### config.mk
export PLATFORM = sky130hd
export DESIGN_NAME = instruction_queue_flat
export DESIGN_NICKNAME = d
export VERILOG_FILES = /design/src/rtl/riscalar_pkg.sv /design/src/rtl/instruction_queue_if.sv /design/src/rtl/iq_storage.sv /design/src/rtl/instruction_queue.sv /design/src/flat_wrapper.sv
export SDC_FILE = /design/constraint.sdc
export NUM_CORES = 1
export LEC_CHECK = 0
export ABC_AREA = 1
export CAP_MARGIN = 20
export CORE_MARGIN = 4
export CORE_UTILIZATION = 55
export CTS_CLUSTER_DIAMETER = 150
export DETAILED_ROUTE_END_ITERATION = 16
export PLACE_DENSITY = 0.84
export SKIP_LAST_GASP = 1
export SLEW_MARGIN = 30
export SYNTH_ARGS = -nofsm -noshare
export SYNTH_HDL_FRONTEND = slang
export SYNTH_SLANG_ARGS = --single-unit
### constraint.sdc
create_clock -name clk_in -period 7.5 [get_ports clk_in]
set_input_delay 1.5 -clock clk_in [delete_from_list [all_inputs] [get_ports clk_in]]
set_output_delay 1.5 -clock clk_in [all_outputs]
set_load 0.01 [all_outputs]
### src/rtl/riscalar_pkg.sv
// Shared types and constants for the front-end instruction queue.
// Latency: not applicable (types, constants and a pure helper function only).
// Backpressure: not applicable.
package riscalar_pkg;

    localparam int XLEN     = 32;
    localparam int IQ_DEPTH = 8;
    localparam int DROP_W   = 16;

    // One queue slot: the fetched word and the PC it came from.
    typedef struct packed {
        logic [XLEN-1:0] inst;
        logic [XLEN-1:0] pc;
    } iq_entry_t;

    // Occupancy classes; every one of them is derived from the counter.
    typedef enum logic [1:0] {
        IQ_EMPTY   = 2'd0,
        IQ_PARTIAL = 2'd1,
        IQ_FULL    = 2'd2
    } iq_mode_t;

    // Debug counters stick at all-ones rather than wrapping back to zero.
    function automatic logic [DROP_W-1:0] sat_inc(input logic [DROP_W-1:0] v);
        return (&v) ? v : v + 1'b1;
    endfunction

endpackage

### src/rtl/instruction_queue_if.sv
// Fetch-to-dispatch bundle: push handshake, pop handshake and debug status.
// Latency: wires only.
// Backpressure: iq_ready_out throttles fetch; dispatch_ready_in consumes the head.
interface instruction_queue_if
    import riscalar_pkg::*;
#(
    parameter int DEPTH = IQ_DEPTH,
    parameter int CNT_W = $clog2(DEPTH) + 1
);
    logic [XLEN-1:0]   instruction_in;
    logic [XLEN-1:0]   pc_in;
    logic              iq_valid_in;
    logic              iq_ready_out;
    logic [XLEN-1:0]   inst_out;
    logic [XLEN-1:0]   pc_out;
    logic              inst_valid_out;
    logic              dispatch_ready_in;
    logic [CNT_W-1:0]  count_out;
    logic [DROP_W-1:0] drop_cnt_out;

    // Fetch/dispatch side: drives pushes and pop acknowledgements.
    modport master (
        output instruction_in, pc_in, iq_valid_in, dispatch_ready_in,
        input  iq_ready_out, inst_out, pc_out, inst_valid_out, count_out, drop_cnt_out
    );

    // Queue side.
    modport slave (
        input  instruction_in, pc_in, iq_valid_in, dispatch_ready_in,
        output iq_ready_out, inst_out, pc_out, inst_valid_out, count_out, drop_cnt_out
    );
endinterface

### src/rtl/iq_storage.sv
// Entry array for the instruction queue: one write port, one asynchronous read port.
// Latency: a write lands at the clock edge; reads are combinational.
// Backpressure: none; the owner decides when writing is legal.
module iq_storage
    import riscalar_pkg::*;
#(
    parameter int DEPTH = IQ_DEPTH,
    parameter int PTR_W = $clog2(DEPTH)
) (
    input  logic             clk,
    input  logic             wr_en,
    input  logic [PTR_W-1:0] wr_addr,
    input  iq_entry_t        wr_data,
    input  logic [PTR_W-1:0] rd_addr,
    output iq_entry_t        rd_data
);
    // Data needs no reset: slots are only read when the counter says they hold a live entry.
    iq_entry_t mem [DEPTH];

    // Write the tail slot on an accepted push.
    always_ff @(posedge clk) begin
        if (wr_en) begin
            mem[wr_addr] <= wr_data;
        end
    end

    assign rd_data = mem[rd_addr];

endmodule

### src/rtl/instruction_queue.sv
// Circular instruction queue between fetch and dispatch, in program order, with flush and drop counting.
// Latency: a push at edge N shows at the head in cycle N+1; there is no same-cycle bypass.
// Backpressure: iq_ready_out is low only when full (independent of pop); pushes while full are dropped and counted.
module instruction_queue
    import riscalar_pkg::*;
#(
    parameter int DEPTH = IQ_DEPTH,
    parameter int CNT_W = $clog2(DEPTH) + 1
) (
    input  logic                clk_in,
    input  logic                rst_n_in,
    input  logic                flush_in,
    instruction_queue_if.slave  bus
);
    localparam int PTR_W = $clog2(DEPTH);

    logic [PTR_W-1:0]  head;
    logic [PTR_W-1:0]  tail;
    logic [CNT_W-1:0]  count;
    logic [DROP_W-1:0] drop_cnt;
    iq_mode_t          mode;
    logic              full;
    logic              empty;
    logic              push;
    logic              pop;
    iq_entry_t         wr_entry;
    iq_entry_t         head_entry;

    // Occupancy class from the counter alone; pointer equality is never used for full/empty.
    always_comb begin
        mode = IQ_PARTIAL;
        if (count == '0) begin
            mode = IQ_EMPTY;
        end else if (count == CNT_W'(DEPTH)) begin
            mode = IQ_FULL;
        end
    end

    assign full  = (mode == IQ_FULL);
    assign empty = (mode == IQ_EMPTY);

    // Ready ignores dispatch_ready_in, so a full queue refuses a push even in a pop cycle.
    assign push = bus.iq_valid_in && !full;
    assign pop  = !empty && bus.dispatch_ready_in;

    assign wr_entry.inst = bus.instruction_in;
    assign wr_entry.pc   = bus.pc_in;

    iq_storage #(
        .DEPTH (DEPTH),
        .PTR_W (PTR_W)
    ) u_storage (
        .clk     (clk_in),
        .wr_en   (push && !flush_in),
        .wr_addr (tail),
        .wr_data (wr_entry),
        .rd_addr (head),
        .rd_data (head_entry)
    );

    // Pointer and occupancy update; flush wins over any same-cycle push or pop.
    always_ff @(posedge clk_in or negedge rst_n_in) begin
        if (!rst_n_in) begin
            head  <= '0;
            tail  <= '0;
            count <= '0;
        end else if (flush_in) begin
            head  <= '0;
            tail  <= '0;
            count <= '0;
        end else begin
            if (push) begin
                tail <= tail + 1'b1;
            end
            if (pop) begin
                head <= head + 1'b1;
            end
            case ({push, pop})
                2'b10:   count <= count + 1'b1;
                2'b01:   count <= count - 1'b1;
                default: count <= count;
            endcase
        end
    end

    // Dropped-push counter; survives flush and counts a refused push even in a flush cycle.
    always_ff @(posedge clk_in or negedge rst_n_in) begin
        if (!rst_n_in) begin
            drop_cnt <= '0;
        end else if (bus.iq_valid_in && full) begin
            drop_cnt <= sat_inc(drop_cnt);
        end
    end

    // Head data is forced to zero when empty so reset and idle present clean zeros.
    assign bus.inst_out       = empty ? '0 : head_entry.inst;
    assign bus.pc_out         = empty ? '0 : head_entry.pc;
    assign bus.inst_valid_out = !empty;
    assign bus.iq_ready_out   = !full;
    assign bus.count_out      = count;
    assign bus.drop_cnt_out   = drop_cnt;

endmodule
### src/flat_wrapper.sv
// flat-port wrapper written by rule: the top's interface ports become plain ports
module instruction_queue_flat import riscalar_pkg::*;
#(
    parameter int DEPTH = IQ_DEPTH,
    parameter int CNT_W = $clog2(DEPTH) + 1
)
  (clk_in, rst_n_in, flush_in, bus_instruction_in, bus_pc_in, bus_iq_valid_in, bus_dispatch_ready_in, bus_iq_ready_out, bus_inst_out, bus_pc_out, bus_inst_valid_out, bus_count_out, bus_drop_cnt_out);
  instruction_queue_if #(.DEPTH(DEPTH), .CNT_W(CNT_W)) bus_i ();
  input  logic clk_in;
  input  logic rst_n_in;
  input  logic flush_in;
  input wire logic [$bits(bus_i.instruction_in)-1:0] bus_instruction_in;
  input wire logic [$bits(bus_i.pc_in)-1:0] bus_pc_in;
  input wire logic [$bits(bus_i.iq_valid_in)-1:0] bus_iq_valid_in;
  input wire logic [$bits(bus_i.dispatch_ready_in)-1:0] bus_dispatch_ready_in;
  output wire logic [$bits(bus_i.iq_ready_out)-1:0] bus_iq_ready_out;
  output wire logic [$bits(bus_i.inst_out)-1:0] bus_inst_out;
  output wire logic [$bits(bus_i.pc_out)-1:0] bus_pc_out;
  output wire logic [$bits(bus_i.inst_valid_out)-1:0] bus_inst_valid_out;
  output wire logic [$bits(bus_i.count_out)-1:0] bus_count_out;
  output wire logic [$bits(bus_i.drop_cnt_out)-1:0] bus_drop_cnt_out;
  assign bus_i.instruction_in = bus_instruction_in;
  assign bus_i.pc_in = bus_pc_in;
  assign bus_i.iq_valid_in = bus_iq_valid_in;
  assign bus_i.dispatch_ready_in = bus_dispatch_ready_in;
  assign bus_iq_ready_out = bus_i.iq_ready_out;
  assign bus_inst_out = bus_i.inst_out;
  assign bus_pc_out = bus_i.pc_out;
  assign bus_inst_valid_out = bus_i.inst_valid_out;
  assign bus_count_out = bus_i.count_out;
  assign bus_drop_cnt_out = bus_i.drop_cnt_out;
  instruction_queue #(.DEPTH(DEPTH), .CNT_W(CNT_W)) u_core (.clk_in(clk_in), .rst_n_in(rst_n_in), .flush_in(flush_in), .bus(bus_i));
endmodule
======== Yosys cells after proc, flatten, opt, wreduce, memory -nomap -nowiden ========
Memory sizes are Yosys's and may differ from the RTL's.
Cells that the tools add are included.
operators by class
  add/subtract/negate cells ............... 5
  equal/unequal tests ..................... 4
  multiplexer cells ....................... 12
  bitwise logic cells ..................... 1
  reduce and logical (&&, ||, !) cells .... 14
operator list
  cell                                                                   count
  32-bit 2-to-1 mux                                                      2
  16-bit by 1-bit adder with 16-bit output, second input constant        1
  16-bit AND reduction                                                   1
  3-bit 2-to-1 mux                                                       4
  4-bit case mux with 2 select lines                                     1
  3-bit by 1-bit adder with 3-bit output, second input constant          2
  4-bit by 1-bit adder with 4-bit output, second input constant          1
  2-bit equality test, second input constant                             2
  4-bit equality test, second input constant                             1
  1-bit logical AND                                                      4
  4-bit logical NOT                                                      1
  2-bit 2-to-1 mux                                                       2
  4-bit 2-to-1 mux                                                       1
  2-bit nonzero test                                                     2
  4-bit by 1-bit subtractor with 4-bit output, second input constant     1
  1-bit logical NOT                                                      3
  3-bit nonzero test                                                     1
  2-bit by 1-bit equality test with 1-bit output, second input constant  1
  2-bit logical NOT                                                      1
  1-bit 2-to-1 mux                                                       2
  2-bit AND reduction                                                    1
  1-bit NOT                                                              1
word-level totals
  register bits ........................... 26
  memory bits (writable) .................. 512
  output and inout port bits .............. 86
  word-level logic and storage cells ...... 41
  memories kept ........................... 1
memories
  memory                depth  width  read ports  clocked after memory_dff  wr ports  line              source
  u_core.u_storage.mem  8      64     1           0                         1         iq_storage.sv:18  iq_entry_t mem [DEPTH];

======== Depth between registers and ports, before layout ========
  depth after elaboration ................. 9
  gate-level depth with buffers ........... 14

======== By module ========
A second synthesis with hierarchy kept.
second synthesis, totals
  cells, all modules ...................... 2,538
  area total of the unflattened synthesis .. 24,337.1 µm²
by module, submodules not included
  module             instances  cells each  area an instance (µm²)
  iq_storage         1          2,230       22,376.5
  instruction_queue  1          308         1,960.6

======== Worst setup path before layout ========
No wires, ideal clock.
  kind .................................... input -> register
  start ................................... in bus_iq_valid_in
  end ..................................... mem u_core.u_storage.mem[0][0] in the netlist's numbering (enable)
  library setup time ...................... 0.486 ns
  arrival ................................. 4.550 ns
  data required time ...................... 7.014 ns
  setup slack ............................. 2.464 ns
  stages on the path ...................... 4
  path buffers ............................ 0
  cell sequence ........................... nand2_1 nor2_1 nand2_1 nor2_1
between the ends
  word-level cells in the longest chain between the ends .. 4
ends and longest elaborated chain
  item                                    line                     source
  start: declaration                      flat_wrapper.sv:14       input wire logic [$bits(bus_i.iq_valid_in)-1:0] bus_iq_valid_in;
  1-bit logical AND                       instruction_queue.sv:43  assign push = bus.iq_valid_in && !full;
  1-bit logical AND                       instruction_queue.sv:54  .wr_en (push && !flush_in),
  1-bit 2-to-1 mux                        iq_storage.sv:22         if (wr_en) begin
  1-bit 2-to-1 mux (not written as such)  iq_storage.sv:23         mem[wr_addr] <= wr_data;
  end: declaration                        iq_storage.sv:18
No other way between the ends.

======== Worst setup path in the final report ========
  start ................................... reg u_core.head[0]
  end ..................................... out bus_pc_out[0]
between the ends
  word-level cells in the longest chain between the ends .. 2
ends and longest elaborated chain
  item                      line                     source
  start: declaration        instruction_queue.sv:17  logic [PTR_W-1:0] head;
  start signal: assignment  instruction_queue.sv:76  head <= head + 1'b1;
  memory 8 x 64 bit         -
  32-bit 2-to-1 mux         instruction_queue.sv:97  assign bus.pc_out = empty ? '0 : head_entry.pc;
  end: declaration          flat_wrapper.sv:18       output wire logic [$bits(bus_i.pc_out)-1:0] bus_pc_out;
No other way between the ends.

==> results.yml <==
routing:
  drt-vias-per-instance: 6.19
  route.antenna.remaining_nets: 0
  drtIter0Drc: 1483
  firstDrtPassIters: 5
  wl_per_cell_microns: 23.1
  route.detailed.drc: 0
  vias: 13721
  postRouteWirelength_mm: 51.2
die:
  row_count: 72
  start_util_pct: 55.8
  die_h_microns: 206
  num_io_pins: 155
  die_area_sq_um: 42600
  fp.coreArea_sq_um: 38700
  die_w_microns: 206
yosys:
  syn_area_per_cell_sq_um: 14.2
  yosys_most_used_dff: "edfxtp_1"
  yosys_register_bits: 538
  netlist_area_sq_um: 21600
  syn_inst: 1528
  synthArstFlopShare_pct: 4.83
  yosysUniqueCellTypes: 30
  synth-edff-count: 512
  seq_area_frac_synth_pct: 74.1
  synth_fp_nets: 1602
  yosysWarnings: 0
power_and_ir_drop:
  leakage_nw: 8.20
  powerDensity_nw_per_um2: 345
  ir_drop_uv: 272
sta:
  holdWs_ns: 0.532
  tightest_slew_ns: 0.976
  fin_tns_setup_ns: 0
  slew_headroom_pct: 34.9
  drv_slew: 0
  clock.fmax_ghz: 0.189
  final_hold_viol_count: 0
  fin_crit_sh_pct: 70.7
  skew_ns: 0.0214
  min_period_ns: 5.30
  rsz0062_at_grt: "no"
  finalSetupViolations: 0
clock_network:
  clockBufferDepth: 3
  post_cts_resized: 0
  cts_setup_buffers: 0
  cts_hold_buf: 0
  path_clk_slew_ns: 0.06
  cts_root_buf: "clkbuf_16"
  cts_tree: "yes"
  clkLatencyLatePin_ns: 0.60
  cts_buffers: 52
  cts.sinks: 538
  htree_levels: 2
outcome:
  status: "complete, no violations"
final_layout:
  final_util_pct: 64.9
  drive_above_1_share_pct: 11.5
  syn_to_final_growth_pct: 16.3
  layout_common_cells: "512 x edfxtp_1, 269 x nor2_1, 257 x o21ai_0, 154 x clkdlybuf4s50_1, 89 x o221a_1"
  final_common_cell: "edfxtp_1"
  nets: 1725
placement:
  gp_congestion: 0.816
  hpwlAfterDp_mm: 25.7
  io_buffers: 154
critical_path:
  crit_chain: "clkinv_8 > buf_4 > nor2_1 > o221a_1 > nor3_1 > clkdlybuf4s50_1"
  worstSetupStartpointType: "flip-flop"
  crit_start: "u_core.head[0]"
  ff2ff_path_depth: 8
  cpLargestDelayFamily: "buffers and inverters"
  path_buf_inv: 3
  cpMaxStageDelayCell: "dfrtp_4"
  r2r_start: "u_core.bus.count_out[3]"
  rrSetupSlack_ns: 4.27
  worstPathRequired_ns: 6.00
  arrival_ns: 3.80
  critPathCapture: "bus_pc_out[0]"
  worst_setup_path_end_kind: "output pin"
  rr_endpoint: "u_core.u_storage.mem[6][59]"
  cpPeakStageDelay_ns: 0.64
  worstSetupPathType: "reg2out"
  cp.depth: 6
  worst-path-max-fanout: 172
grt:
  grt_overflow_total: 0
  antenna_found_initial: 4
  first_global_vias: 13896
  grt.total_usage_pct: 23.7
  grt_max_degree: 173
  grt_pass1_wl_mm: 77.5
min_path:
  hold_path_class: "reg2reg"
job:
  drv_cap: 0
final cells by class:
type,count,area (sq um)
flip-flops and latches,538,16000
clock inverters,30,154
fillers,2679,13600
repair buffers,174,1760
clock buffers,66,1380
inverters,30,135
well taps,518,648
diodes,4,10.0
multi-input cells,855,5030
metrics by stage:
step | setup WS (ns) | total power, mW | area [sq um] | instances
6_report | 2.20 | 8.67 | 25100 | 2215
5_1_grt | 2.10 | 9.06 | 25100 | 2215
4_1_cts | 2.09 | 8.70 | 25100 | 2209
3_5_place_dp | 2.72 | 6.33 | 23600 | 2113
3_3_place_gp | 2.58 | 6.25 | 23500 | 2113
2_1_floorplan | 2.46 | 5.17 | 21600 | 1528
worst min path at each step:
stage	startpoint	endpoint	slack (ns)	cells after the start
finish	u_core.bus.drop_cnt_out[0]	u_core.bus.drop_cnt_out[0]	0.53	1
detailed placement	u_core.bus.drop_cnt_out[4]	u_core.bus.drop_cnt_out[4]	0.51	1
global placement	u_core.bus.drop_cnt_out[4]	u_core.bus.drop_cnt_out[4]	0.51	1
global route	u_core.bus.drop_cnt_out[4]	u_core.bus.drop_cnt_out[4]	0.55	1
CTS	u_core.bus.drop_cnt_out[4]	u_core.bus.drop_cnt_out[4]	0.53	1
floorplan	u_core.bus.drop_cnt_out[10]	u_core.bus.drop_cnt_out[10]	0.54	1
kinds of logic after synthesis:
group | Yosys count | synth area share [%]
DFF | 538 | 74.1
and+or+nand+nor | 436 | 9.16
AOI/OAI and AO/OA | 400 | 13.0
adders and majority gates | 5 | 0.289
buffers and inverters | 135 | 2.90
xor gates and xnor gates | 14 | 0.567
worst reg2reg max path: cells and delay by family, from the launching register on:
kind                   cells  cell delay [ns]
flip-flops                 1             0.42
AND/OR/NAND/NOR            6             1.57
buffers and inverters      2             0.83
synthesized netlist by cell type (3+ instances only):
| library cell | number | share of area, % |
|---|---|---|
| a21oi_1 | 4 | 0.093 |
| buf_1 | 8 | 0.14 |
| buf_2 | 35 | 0.81 |
| buf_4 | 12 | 0.42 |
| buf_6 | 4 | 0.21 |
| clkbuf_1 | 46 | 0.80 |
| dfrtp_1 | 26 | 3.0 |
| edfxtp_1 | 512 | 71 |
| ha_1 | 5 | 0.29 |
| inv_1 | 23 | 0.40 |
| inv_2 | 6 | 0.10 |
| nand2_1 | 65 | 1.1 |
| nand3_1 | 13 | 0.30 |
| nor2_1 | 277 | 4.8 |
| nor3_1 | 30 | 0.69 |
| nor3_2 | 43 | 2.0 |
| o21ai_0 | 257 | 5.9 |
| o21ai_1 | 9 | 0.21 |
| o221a_1 | 89 | 4.6 |
| o221a_2 | 39 | 2.0 |
| xnor2_1 | 3 | 0.12 |
| xor2_1 | 11 | 0.45 |
metal layers:
layer,up-vias,GRT usage (%),part of all wire (%)
met5,-,0,0
met4,0,7.82,2.1
met3,86,4.32,8.2
met2,664,40.9,51
met1,6926,30.7,39
li1,6045,-,-
where the power goes:
group          switching (mW)  internal, mW
sequential              0.112          3.39
combinational            1.65          1.13
clock                    1.08          1.30
flip-flops by register name (all words and copies together) (netlist names):
signal / cells
u_core.tail: 3
u_core.bus.drop_cnt_out: 16
u_core.bus.count_out: 4
u_core.head: 3
u_core.u_storage.mem: 512
Note: power is estimated with default switching activity, not from simulation.
